==> src/rtl/mem_port_arbiter_if.sv <==
// Request/response channel shared by the IFU, LSU and memory sides of mem_port_arbiter.
// The master drives the request and receives the in-order response; the slave does the opposite.
interface mem_port_arbiter_if #(
  parameter int ADDR_WIDTH = 32,
  parameter int DATA_WIDTH = 32
);
  localparam int DATA_BYTE = DATA_WIDTH / 8;

  logic                  req_valid;
  logic                  req_ready;
  logic [ADDR_WIDTH-1:0] addr;
  logic                  we;
  logic [DATA_WIDTH-1:0] wdata;
  logic [DATA_BYTE-1:0]  strobe;
  logic                  rsp_valid;
  logic [DATA_WIDTH-1:0] rdata;

  modport master (
    output req_valid, addr, we, wdata, strobe,
    input  req_ready, rsp_valid, rdata
  );

  modport slave (
    input  req_valid, addr, we, wdata, strobe,
    output req_ready, rsp_valid, rdata
  );
endinterface

==> src/rtl/mem_port_arbiter.sv <==
// Shares one memory port between IFU (read-only) and LSU, LSU priority, in-order response routing.
// Define ARB_STARVE_GUARD_EN to force an IFU grant after STARVE_LIMIT stalled IFU cycles.
//
// state    | meaning
// IDLE     | arbitrate each cycle; accepted requests never leave IDLE
// HOLD_IFU | IFU request presented but not yet accepted, mux frozen on IFU
// HOLD_LSU | LSU request presented but not yet accepted, mux frozen on LSU
module mem_port_arbiter #(
  parameter int ADDR_WIDTH      = 32,
  parameter int DATA_WIDTH      = 32,
  parameter int MAX_OUTSTANDING = 4,
  parameter int STARVE_LIMIT    = 8
) (
  input logic                  clk,
  input logic                  rst_n,
  mem_port_arbiter_if.slave    ifu_if,
  mem_port_arbiter_if.slave    lsu_if,
  mem_port_arbiter_if.master   mem_if
);
  localparam int PW = $clog2(MAX_OUTSTANDING) + 1;
  localparam int IW = $clog2(MAX_OUTSTANDING);

  typedef enum logic [1:0] {
    IDLE     = 2'd0,
    HOLD_IFU = 2'd1,
    HOLD_LSU = 2'd2
  } state_t;

  state_t                     state_q, state_d;
  logic [PW-1:0]              wr_ptr_q, wr_ptr_d;
  logic [PW-1:0]              rd_ptr_q, rd_ptr_d;
  logic [MAX_OUTSTANDING-1:0] owner_q, owner_d;

  logic [PW-1:0] count;
  logic          fifo_empty;
  logic          fifo_full;
  logic          pop;
  logic          head_lsu;
  logic          force_ifu;
  logic          sel_lsu;
  logic          req_valid;
  logic          mem_valid;
  logic          accept;
  logic          ifu_acc;
  logic          unused_ifu_wr;

  assign count      = wr_ptr_q - rd_ptr_q;
  assign fifo_empty = (count == '0);
  assign pop        = mem_if.rsp_valid & ~fifo_empty;
  // A same-cycle pop frees a slot, so a full FIFO can still take a push.
  assign fifo_full  = (count == PW'(MAX_OUTSTANDING)) & ~pop;
  assign head_lsu   = owner_q[rd_ptr_q[IW-1:0]];

  always_comb begin
    sel_lsu   = 1'b0;
    req_valid = 1'b0;
    unique case (state_q)
      HOLD_IFU: begin
        sel_lsu   = 1'b0;
        req_valid = 1'b1;
      end
      HOLD_LSU: begin
        sel_lsu   = 1'b1;
        req_valid = 1'b1;
      end
      default: begin
        sel_lsu   = lsu_if.req_valid & ~(force_ifu & ifu_if.req_valid);
        req_valid = (ifu_if.req_valid | lsu_if.req_valid) & ~fifo_full;
      end
    endcase
  end

  // Outputs are combinational, so gate with rst_n to keep them quiet during reset.
  assign mem_valid = req_valid & rst_n;
  assign accept    = mem_valid & mem_if.req_ready;
  assign ifu_acc   = accept & ~sel_lsu;

  assign mem_if.req_valid = mem_valid;
  assign mem_if.addr      = !mem_valid ? '0 : (sel_lsu ? lsu_if.addr : ifu_if.addr);
  assign mem_if.we        = mem_valid & sel_lsu & lsu_if.we;
  assign mem_if.wdata     = (mem_valid & sel_lsu) ? lsu_if.wdata : '0;
  assign mem_if.strobe    = (mem_valid & sel_lsu) ? lsu_if.strobe : '0;

  assign ifu_if.req_ready = ifu_acc;
  assign lsu_if.req_ready = accept & sel_lsu;

  assign ifu_if.rsp_valid = pop & ~head_lsu;
  assign ifu_if.rdata     = (pop & ~head_lsu) ? mem_if.rdata : '0;
  assign lsu_if.rsp_valid = pop & head_lsu;
  assign lsu_if.rdata     = (pop & head_lsu) ? mem_if.rdata : '0;

  assign unused_ifu_wr = ^{ifu_if.we, ifu_if.wdata, ifu_if.strobe};

  always_comb begin
    state_d  = state_q;
    wr_ptr_d = wr_ptr_q + PW'(accept);
    rd_ptr_d = rd_ptr_q + PW'(pop);
    owner_d  = owner_q;
    if (accept) owner_d[wr_ptr_q[IW-1:0]] = sel_lsu;
    if (state_q == IDLE) begin
      if (mem_valid && !mem_if.req_ready) state_d = sel_lsu ? HOLD_LSU : HOLD_IFU;
    end else if (mem_if.req_ready) begin
      state_d = IDLE;
    end
  end

  always_ff @(posedge clk or negedge rst_n) begin
    if (!rst_n) begin
      state_q  <= IDLE;
      wr_ptr_q <= '0;
      rd_ptr_q <= '0;
      owner_q  <= '0;
    end else begin
      state_q  <= state_d;
      wr_ptr_q <= wr_ptr_d;
      rd_ptr_q <= rd_ptr_d;
      owner_q  <= owner_d;
    end
  end

`ifdef ARB_STARVE_GUARD_EN
  localparam int SW = $clog2(STARVE_LIMIT + 1);

  logic [SW-1:0] starve_q, starve_d;

  assign force_ifu = (starve_q == SW'(STARVE_LIMIT));

  always_comb begin
    starve_d = starve_q;
    if (ifu_acc)                               starve_d = '0;
    else if (ifu_if.req_valid && !force_ifu)   starve_d = starve_q + SW'(1);
  end

  always_ff @(posedge clk or negedge rst_n) begin
    if (!rst_n) starve_q <= '0;
    else        starve_q <= starve_d;
  end
`else
  localparam int unused_starve_limit = STARVE_LIMIT;
  assign force_ifu = 1'b0;
`endif

  a_no_rsp_when_empty : assert property (
    @(posedge clk) disable iff (!rst_n) !(mem_if.rsp_valid && fifo_empty)
  ) else $error("mem_port_arbiter: memory response with no outstanding request");

endmodule

==> src/flat_wrapper.sv <==
// flat-port wrapper written by rule: the top's interface ports become plain ports
module mem_port_arbiter_flat 
#(
  parameter int ADDR_WIDTH      = 32,
  parameter int DATA_WIDTH      = 32,
  parameter int MAX_OUTSTANDING = 4,
  parameter int STARVE_LIMIT    = 8
)
  (clk, rst_n, ifu_if_req_valid, ifu_if_addr, ifu_if_we, ifu_if_wdata, ifu_if_strobe, ifu_if_req_ready, ifu_if_rsp_valid, ifu_if_rdata, lsu_if_req_valid, lsu_if_addr, lsu_if_we, lsu_if_wdata, lsu_if_strobe, lsu_if_req_ready, lsu_if_rsp_valid, lsu_if_rdata, mem_if_req_valid, mem_if_addr, mem_if_we, mem_if_wdata, mem_if_strobe, mem_if_req_ready, mem_if_rsp_valid, mem_if_rdata);
  mem_port_arbiter_if #(.ADDR_WIDTH(ADDR_WIDTH), .DATA_WIDTH(DATA_WIDTH)) ifu_if_i ();
  mem_port_arbiter_if #(.ADDR_WIDTH(ADDR_WIDTH), .DATA_WIDTH(DATA_WIDTH)) lsu_if_i ();
  mem_port_arbiter_if #(.ADDR_WIDTH(ADDR_WIDTH), .DATA_WIDTH(DATA_WIDTH)) mem_if_i ();
  input logic clk;
  input logic rst_n;
  input wire logic [$bits(ifu_if_i.req_valid)-1:0] ifu_if_req_valid;
  input wire logic [$bits(ifu_if_i.addr)-1:0] ifu_if_addr;
  input wire logic [$bits(ifu_if_i.we)-1:0] ifu_if_we;
  input wire logic [$bits(ifu_if_i.wdata)-1:0] ifu_if_wdata;
  input wire logic [$bits(ifu_if_i.strobe)-1:0] ifu_if_strobe;
  output wire logic [$bits(ifu_if_i.req_ready)-1:0] ifu_if_req_ready;
  output wire logic [$bits(ifu_if_i.rsp_valid)-1:0] ifu_if_rsp_valid;
  output wire logic [$bits(ifu_if_i.rdata)-1:0] ifu_if_rdata;
  input wire logic [$bits(lsu_if_i.req_valid)-1:0] lsu_if_req_valid;
  input wire logic [$bits(lsu_if_i.addr)-1:0] lsu_if_addr;
  input wire logic [$bits(lsu_if_i.we)-1:0] lsu_if_we;
  input wire logic [$bits(lsu_if_i.wdata)-1:0] lsu_if_wdata;
  input wire logic [$bits(lsu_if_i.strobe)-1:0] lsu_if_strobe;
  output wire logic [$bits(lsu_if_i.req_ready)-1:0] lsu_if_req_ready;
  output wire logic [$bits(lsu_if_i.rsp_valid)-1:0] lsu_if_rsp_valid;
  output wire logic [$bits(lsu_if_i.rdata)-1:0] lsu_if_rdata;
  output wire logic [$bits(mem_if_i.req_valid)-1:0] mem_if_req_valid;
  output wire logic [$bits(mem_if_i.addr)-1:0] mem_if_addr;
  output wire logic [$bits(mem_if_i.we)-1:0] mem_if_we;
  output wire logic [$bits(mem_if_i.wdata)-1:0] mem_if_wdata;
  output wire logic [$bits(mem_if_i.strobe)-1:0] mem_if_strobe;
  input wire logic [$bits(mem_if_i.req_ready)-1:0] mem_if_req_ready;
  input wire logic [$bits(mem_if_i.rsp_valid)-1:0] mem_if_rsp_valid;
  input wire logic [$bits(mem_if_i.rdata)-1:0] mem_if_rdata;
  assign ifu_if_i.req_valid = ifu_if_req_valid;
  assign ifu_if_i.addr = ifu_if_addr;
  assign ifu_if_i.we = ifu_if_we;
  assign ifu_if_i.wdata = ifu_if_wdata;
  assign ifu_if_i.strobe = ifu_if_strobe;
  assign ifu_if_req_ready = ifu_if_i.req_ready;
  assign ifu_if_rsp_valid = ifu_if_i.rsp_valid;
  assign ifu_if_rdata = ifu_if_i.rdata;
  assign lsu_if_i.req_valid = lsu_if_req_valid;
  assign lsu_if_i.addr = lsu_if_addr;
  assign lsu_if_i.we = lsu_if_we;
  assign lsu_if_i.wdata = lsu_if_wdata;
  assign lsu_if_i.strobe = lsu_if_strobe;
  assign lsu_if_req_ready = lsu_if_i.req_ready;
  assign lsu_if_rsp_valid = lsu_if_i.rsp_valid;
  assign lsu_if_rdata = lsu_if_i.rdata;
  assign mem_if_req_valid = mem_if_i.req_valid;
  assign mem_if_addr = mem_if_i.addr;
  assign mem_if_we = mem_if_i.we;
  assign mem_if_wdata = mem_if_i.wdata;
  assign mem_if_strobe = mem_if_i.strobe;
  assign mem_if_i.req_ready = mem_if_req_ready;
  assign mem_if_i.rsp_valid = mem_if_rsp_valid;
  assign mem_if_i.rdata = mem_if_rdata;
  mem_port_arbiter #(.ADDR_WIDTH(ADDR_WIDTH), .DATA_WIDTH(DATA_WIDTH), .MAX_OUTSTANDING(MAX_OUTSTANDING), .STARVE_LIMIT(STARVE_LIMIT)) u_core (.clk(clk), .rst_n(rst_n), .ifu_if(ifu_if_i), .lsu_if(lsu_if_i), .mem_if(mem_if_i));
endmodule
==> config.mk <==
export PLATFORM = sky130hd
export DESIGN_NAME = mem_port_arbiter_flat
export DESIGN_NICKNAME = d
export VERILOG_FILES = /design/src/rtl/mem_port_arbiter_if.sv /design/src/rtl/mem_port_arbiter.sv /design/src/flat_wrapper.sv
export SDC_FILE = /design/constraint.sdc
export NUM_CORES = 1
export LEC_CHECK = 0
export CORE_AREA = 2 2 123 125
export CTS_CLUSTER_DIAMETER = 120
export DETAILED_ROUTE_END_ITERATION = 8
export DIE_AREA = 0 0 125 127
export GPL_TIMING_DRIVEN = 0
export PLACE_DENSITY = 0.56
export SLEW_MARGIN = 20
export SYNTH_ARGS = -nofsm -noshare
export SYNTH_HDL_FRONTEND = slang
export SYNTH_SLANG_ARGS = --single-unit
export TNS_END_PERCENT = 50
==> constraint.sdc <==
create_clock -name clk -period 2.8 [get_ports clk]
set_clock_uncertainty 0.2 [all_clocks]
set_input_delay 0.56 -clock clk [delete_from_list [all_inputs] [get_ports clk]]
set_output_delay 0.56 -clock clk [all_outputs]
set_load 0.005 [all_outputs]
# ---- Word-level counts from Yosys, hierarchy flattened
# Cells that the tools add are included.
dict set report totals {
  reg_bits 12
  in_bits 176
  elab_cells 56
}
dict set report classes {
  n_addsub 3
  order_cmp 3
  n_eq_ne 4
  n_mux 17
  bitwise 17
  reduce_logical 8
}
# operator n
set ops {}
lappend ops {{$mux 32} 5}
lappend ops {{$and 1x1->1} 11}
lappend ops {{$mux 2} 4}
lappend ops {{$add 3x1->3} 2}
lappend ops {{$lt 2x3->1 const B} 2}
lappend ops {{$not 1->1} 5}
lappend ops {{$bwmux 4} 1}
lappend ops {{$mux 4} 1}
lappend ops {{$eq 3x3->1 const B} 1}
lappend ops {{$logic_not 3->1} 1}
lappend ops {{$mux 1} 3}
lappend ops {{$sub 3x3->3} 1}
lappend ops {{$bmux 1 s2} 1}
lappend ops {{$demux 1 s2} 1}
lappend ops {{$eq 2x1->1 const B} 1}
lappend ops {{$eq 2x2->1 const B} 1}
lappend ops {{$ge 2x1->1 const B} 1}
lappend ops {{$logic_and 1x1->1} 2}
lappend ops {{$logic_not 2->1} 1}
lappend ops {{$ne 2x2->1 const B} 1}
lappend ops {{$pmux 1 s2} 1}
lappend ops {{$reduce_and 2->1} 1}
lappend ops {{$reduce_bool 2->1} 1}
lappend ops {{$reduce_or 2->1} 1}
lappend ops {{2 further kinds} 2}

# ---- Logic depth before layout (Yosys ltp)
# Gate-level depths: netlist of the first run.
dict set report depth {
  ltp_word 13
  depth_mapped 11
}

# ---- Worst setup path after synthesis of the first run
# Ideal clock, no wire load.
dict set report synth_timing {
  path_kind {flip-flop to output port}
  startpoint {reg u_core.state_q[1]}
  endpoint {out mem_if_addr[24]}
  arrival_time_ns 1.711
  t_required_ns 2.040
  slack_ns 0.329
  stages_incl_launch_ff 7
  path_buffers 1
  path_cell_list {dfrtp_1 inv_1 ha_1 mux2i_1 clkbuf_1 nand2_1 a21oi_1}
}
dict set report synth_between {
  elab_chain_len 5
  word_cells_on_any_way 8
  classes_between {eq/ne: 2; mux: 4; bitwise: 1; reduce/logical: 1}
}
# element line
set synth_lines {}
lappend synth_lines {{start: declaration} mem_port_arbiter.sv:29} ;# state_t state_q, state_d;
lappend synth_lines {{start signal: assignment} mem_port_arbiter.sv:114} ;# state_q <= state_d;
lappend synth_lines {{$eq 2x1->1 or $eq 2x2->1 (tied branches)} mem_port_arbiter.sv:57} ;# unique case (state_q)
lappend synth_lines {{$reduce_or 2->1 (no line)} -}
lappend synth_lines {{$mux 1} mem_port_arbiter.sv:57}
lappend synth_lines {{$and 1x1->1} mem_port_arbiter.sv:74} ;# assign mem_valid = req_valid & rst_n;
lappend synth_lines {{$mux 32 (*)} mem_port_arbiter.sv:79} ;# assign mem_if.addr = !mem_valid ? '0 : (sel_lsu ? lsu_if.addr : ifu_if.addr);
lappend synth_lines {{end: declaration} flat_wrapper.sv:32} ;# output wire logic [$bits(mem_if_i.addr)-1:0] mem_if_addr;
# Every way passes the cells marked *; elsewhere a longest branch is shown, timed or not.

# ---- Final worst setup path of the first run
dict set report layout_timing {
  startpoint {reg u_core.wr_ptr_q[0]}
  endpoint {out lsu_if_rdata[12]}
}
dict set report layout_between {
  elab_chain_len 6
}
# element line
set layout_lines {}
lappend layout_lines {{start: declaration} mem_port_arbiter.sv:30} ;# logic [PW-1:0] wr_ptr_q, wr_ptr_d;
lappend layout_lines {{start signal: assignment} mem_port_arbiter.sv:115} ;# wr_ptr_q <= wr_ptr_d;
lappend layout_lines {{$sub 3x3->3} mem_port_arbiter.sv:47} ;# assign count = wr_ptr_q - rd_ptr_q;
lappend layout_lines {{$logic_not 3->1} mem_port_arbiter.sv:48} ;# assign fifo_empty = (count == '0);
lappend layout_lines {{$not 1->1} mem_port_arbiter.sv:49} ;# assign pop = mem_if.rsp_valid & ~fifo_empty;
lappend layout_lines {{$and 1x1->1} mem_port_arbiter.sv:49}
lappend layout_lines {{$and 1x1->1} mem_port_arbiter.sv:90} ;# assign lsu_if.rdata = (pop & head_lsu) ? mem_if.rdata : '0;
lappend layout_lines {{$mux 32} mem_port_arbiter.sv:90}
lappend layout_lines {{end: declaration} flat_wrapper.sv:30} ;# output wire logic [$bits(lsu_if_i.rdata)-1:0] lsu_if_rdata;
# No other way between the ends.

==> metrics.cfg, run 1 <==
[run_status]
status=finished with violations
violations=setup timing

[floorplan]
die_w_um=125
die_h_um=127
die_area_um2=15900
start_util_pct=12.9
core_um2=14400
rows=44
num_io_pins=314

[cts]
cts.reportedPaths.clkPinSlew_ps=40
cts_buffers=3
cts_hold_buffers=0
clock_sinks=12
insertion_delay_ps=240
clockBufferDepth=2
cts-root-buf=clkbuf_16
htreeDepth=1
cts_tree=yes

[timing]
setup_slack_ps=-139
hold_viol_final=0
max_clock_freq_ghz=0.340
worst_slew_pin_slew_ps=359
setup_violations=48
slew_viol_final=0
final.period_utilization_pct=105
rsz0062_at_grt=true
maxSlewHeadroom_pct=76.1
holdWs_ps=26.5
fin_crit_ps=2940

[synthesis]
yosys-top-cells-area=and2_1 (34%), dfrtp_1 (16%), nand2_1 (14%)
yosysUniqueCellTypes=30
async_flop_share_pct=100
netlist_area_um2=1860
synth_edf_count=0
syn_nets=466
yosysTopAreaCell=and2_1
syn_area_per_cell_um2=6.58
ys_ff_latch=12
yosys_warnings=0
synth_ff_type=dfrtp_1
synthCells=282
ys_seq_area_share_pct=16.2
netlist.area_leader.share_pct=34.4

[worst_setup_path]
reg2reg_slack_ps=280
timing.critical_path.mode_cell=buf_6
slowest_stage=dfrtp_1
cp_top_family=simple AND/OR/NAND/NOR gates
start_kind=register
worstReg2RegEnd=u_core.wr_ptr_q[2]
critPathArrivalTime_ps=2180
crit_path_cell_trace=inv_2 -> ha_4 -> nor2b_4 -> xnor2_4 -> o21ai_4 -> nor2b_4 -> clkbuf_8 -> buf_6 -> buf_6 -> and2_4 -> buf_6
r2r_start=u_core.rd_ptr_q[0]
worst_path_largest_cell_delay_ps=390
crit_fanout=7
cp_num_buf_inv=5
required_ps=2040
path_class=register to primary output
r2r_cells=12
critPathCaptureType=primary output

[final_layout]
final_nets=813
area_growth_pct=218
drive_gt1_share_pct=53.1
final_util_pct=41.0
antennaDiodeCount=0
layout_common_cells=clkdlybuf4s50_1 (135), buf_6 (92), nand2_1 (60)
final_common_cell=clkdlybuf4s50_1
stdcell_count=811
finalInstanceArea_um2=5910
fillers=1450

[global_route]
grt_first_pass_wirelength_mm=16.8
grt_use_total_pct=13.1
antenna_found_initial=0
grt_pass1_vias=3231
grt_max_degree=15
overflow=0

[placement]
place_area_um2=4850
gp_congestion=0.845
placement.io_buffers=276
place_hpwl_mm=8.45
pre_cts_slack_ps=-941
dp_cells=742

[min_path]
hold_class=primary input to asynchronous set/reset pin

[pwr]
peakVddDrop_mv=0.363
sw_frac_of_total_pct=37.3
power.leakage_uw=0.00287
p_comb_share_pct=89.3
seqPwrFrac_pct=6.1
p_int_uw=3500
clockPowerShare_pct=4.7
pwr_density_cell_nw_per_um2=946
p_sw_uw=2090

[flow_run]
drv_cap=0

[routing]
drcViolationCount=0
vias_per_cell=4.03
drt_iter0_markers=72
wl_mm=11.8
dr_total_vias=3267
wire_per_inst_um=14.6
firstDrtPassIters=4
ant_nets=0

-- cell families after synthesis --
kind of cell | Yosys count | synth area share [%]
fa+ha+maj | 8 | 5.39
flops | 12 | 16.2
buf+inv | 27 | 6.94
simple gates | 180 | 51.8
xor+xnor | 4 | 1.89
compound gates | 46 | 13.8
mux | 5 | 3.98
-- cell type report --
class	instances	area, um2	share of cell area (%)
Sequential cell	12	300	5.08
Timing Repair Buffer	343	3180	53.8
Buffer	19	284	4.81
Tap cell	184	230	3.90
Inverter	7	28.8	0.487
Multi-Input combinational cell	243	1810	30.7
Clock buffer	3	75.1	1.27
-- cells in the mapped netlist, types with 3 or more instances --
cell type and number:
nand2_1 68, and2_1 102, a21oi_1 36, buf_2 6
dfrtp_1 12, clkbuf_2 5, nor3_1 4, inv_1 6
ha_1 8, a31oi_1 3, clkbuf_1 7
-- worst max path at each step --
stage                                   from          endpoint  slack (ps)  cells after the start
after detailed placement               rst_n  mem_if_wdata[24]        -940                      7
after global routing      u_core.wr_ptr_q[0]  lsu_if_rdata[12]        -230                     11
after CTS                 u_core.rd_ptr_q[0]   lsu_if_rdata[0]        -190                      7
after global placement                 rst_n  mem_if_wdata[24]        -900                      7
after floorplan            u_core.state_q[1]   mem_if_addr[24]         330                      6
final                     u_core.wr_ptr_q[0]  lsu_if_rdata[12]        -140                     11
-- timing repair --
item | CTS | global route
pin swaps | 32 | 40
gates cloned | 7 | 2
gates resized for setup | 587 | 188
buffers inserted | 52 | 13
setup endpoints to repair | 140 | 137
-- state kept, by name, summed over array words and instances (netlist names) --
name	cells
u_core.owner_q	4
u_core.rd_ptr_q	3
u_core.wr_ptr_q	3
u_core.state_q	2
-- per-stage QoR --
stage	setup TNS, ps	total power, uW
6_report	-2780	5590
5_1_grt	-9030	5960
4_1_cts	-7960	5090
3_5_place_dp	-79300	3470
3_3_place_gp	-76220	3440
2_1_floorplan	0	1690
-- per-layer routing --
| layer | GRT usage [%] | share of wire (%) | up-vias |
|---|---|---|---|
| li1 | - | - | 1595 |
| met1 | 13.6 | 37 | 1505 |
| met2 | 26.2 | 54 | 157 |
| met3 | 3.56 | 7.6 | 10 |
| met4 | 2.42 | 1.6 | 0 |
| met5 | 0 | 0 | - |
-- power groups by stage --
stage	Combinational, uW	Clock (uW)	Sequential, uW
final	4990	261	340
after global routing	5330	277	350
after floorplan	1360	0	322
after CTS	4490	263	335
after global placement	3100	0	342
after detailed placement	3130	0	343
(Power assumes the default switching activity.)
==> inputs of run 2 (changes only) <==
--- a/config.mk
+++ b/config.mk
@@ -11,7 +11,7 @@
 export DIE_AREA = 0 0 125 127
 export GPL_TIMING_DRIVEN = 0
 export PLACE_DENSITY = 0.56
-export SLEW_MARGIN = 20
+export SLEW_MARGIN = 10
 export SYNTH_ARGS = -nofsm -noshare
 export SYNTH_HDL_FRONTEND = slang
 export SYNTH_SLANG_ARGS = --single-unit
==> results of run 2 <==
The final DEF is identical to that of run 1; final timing and power are the same.
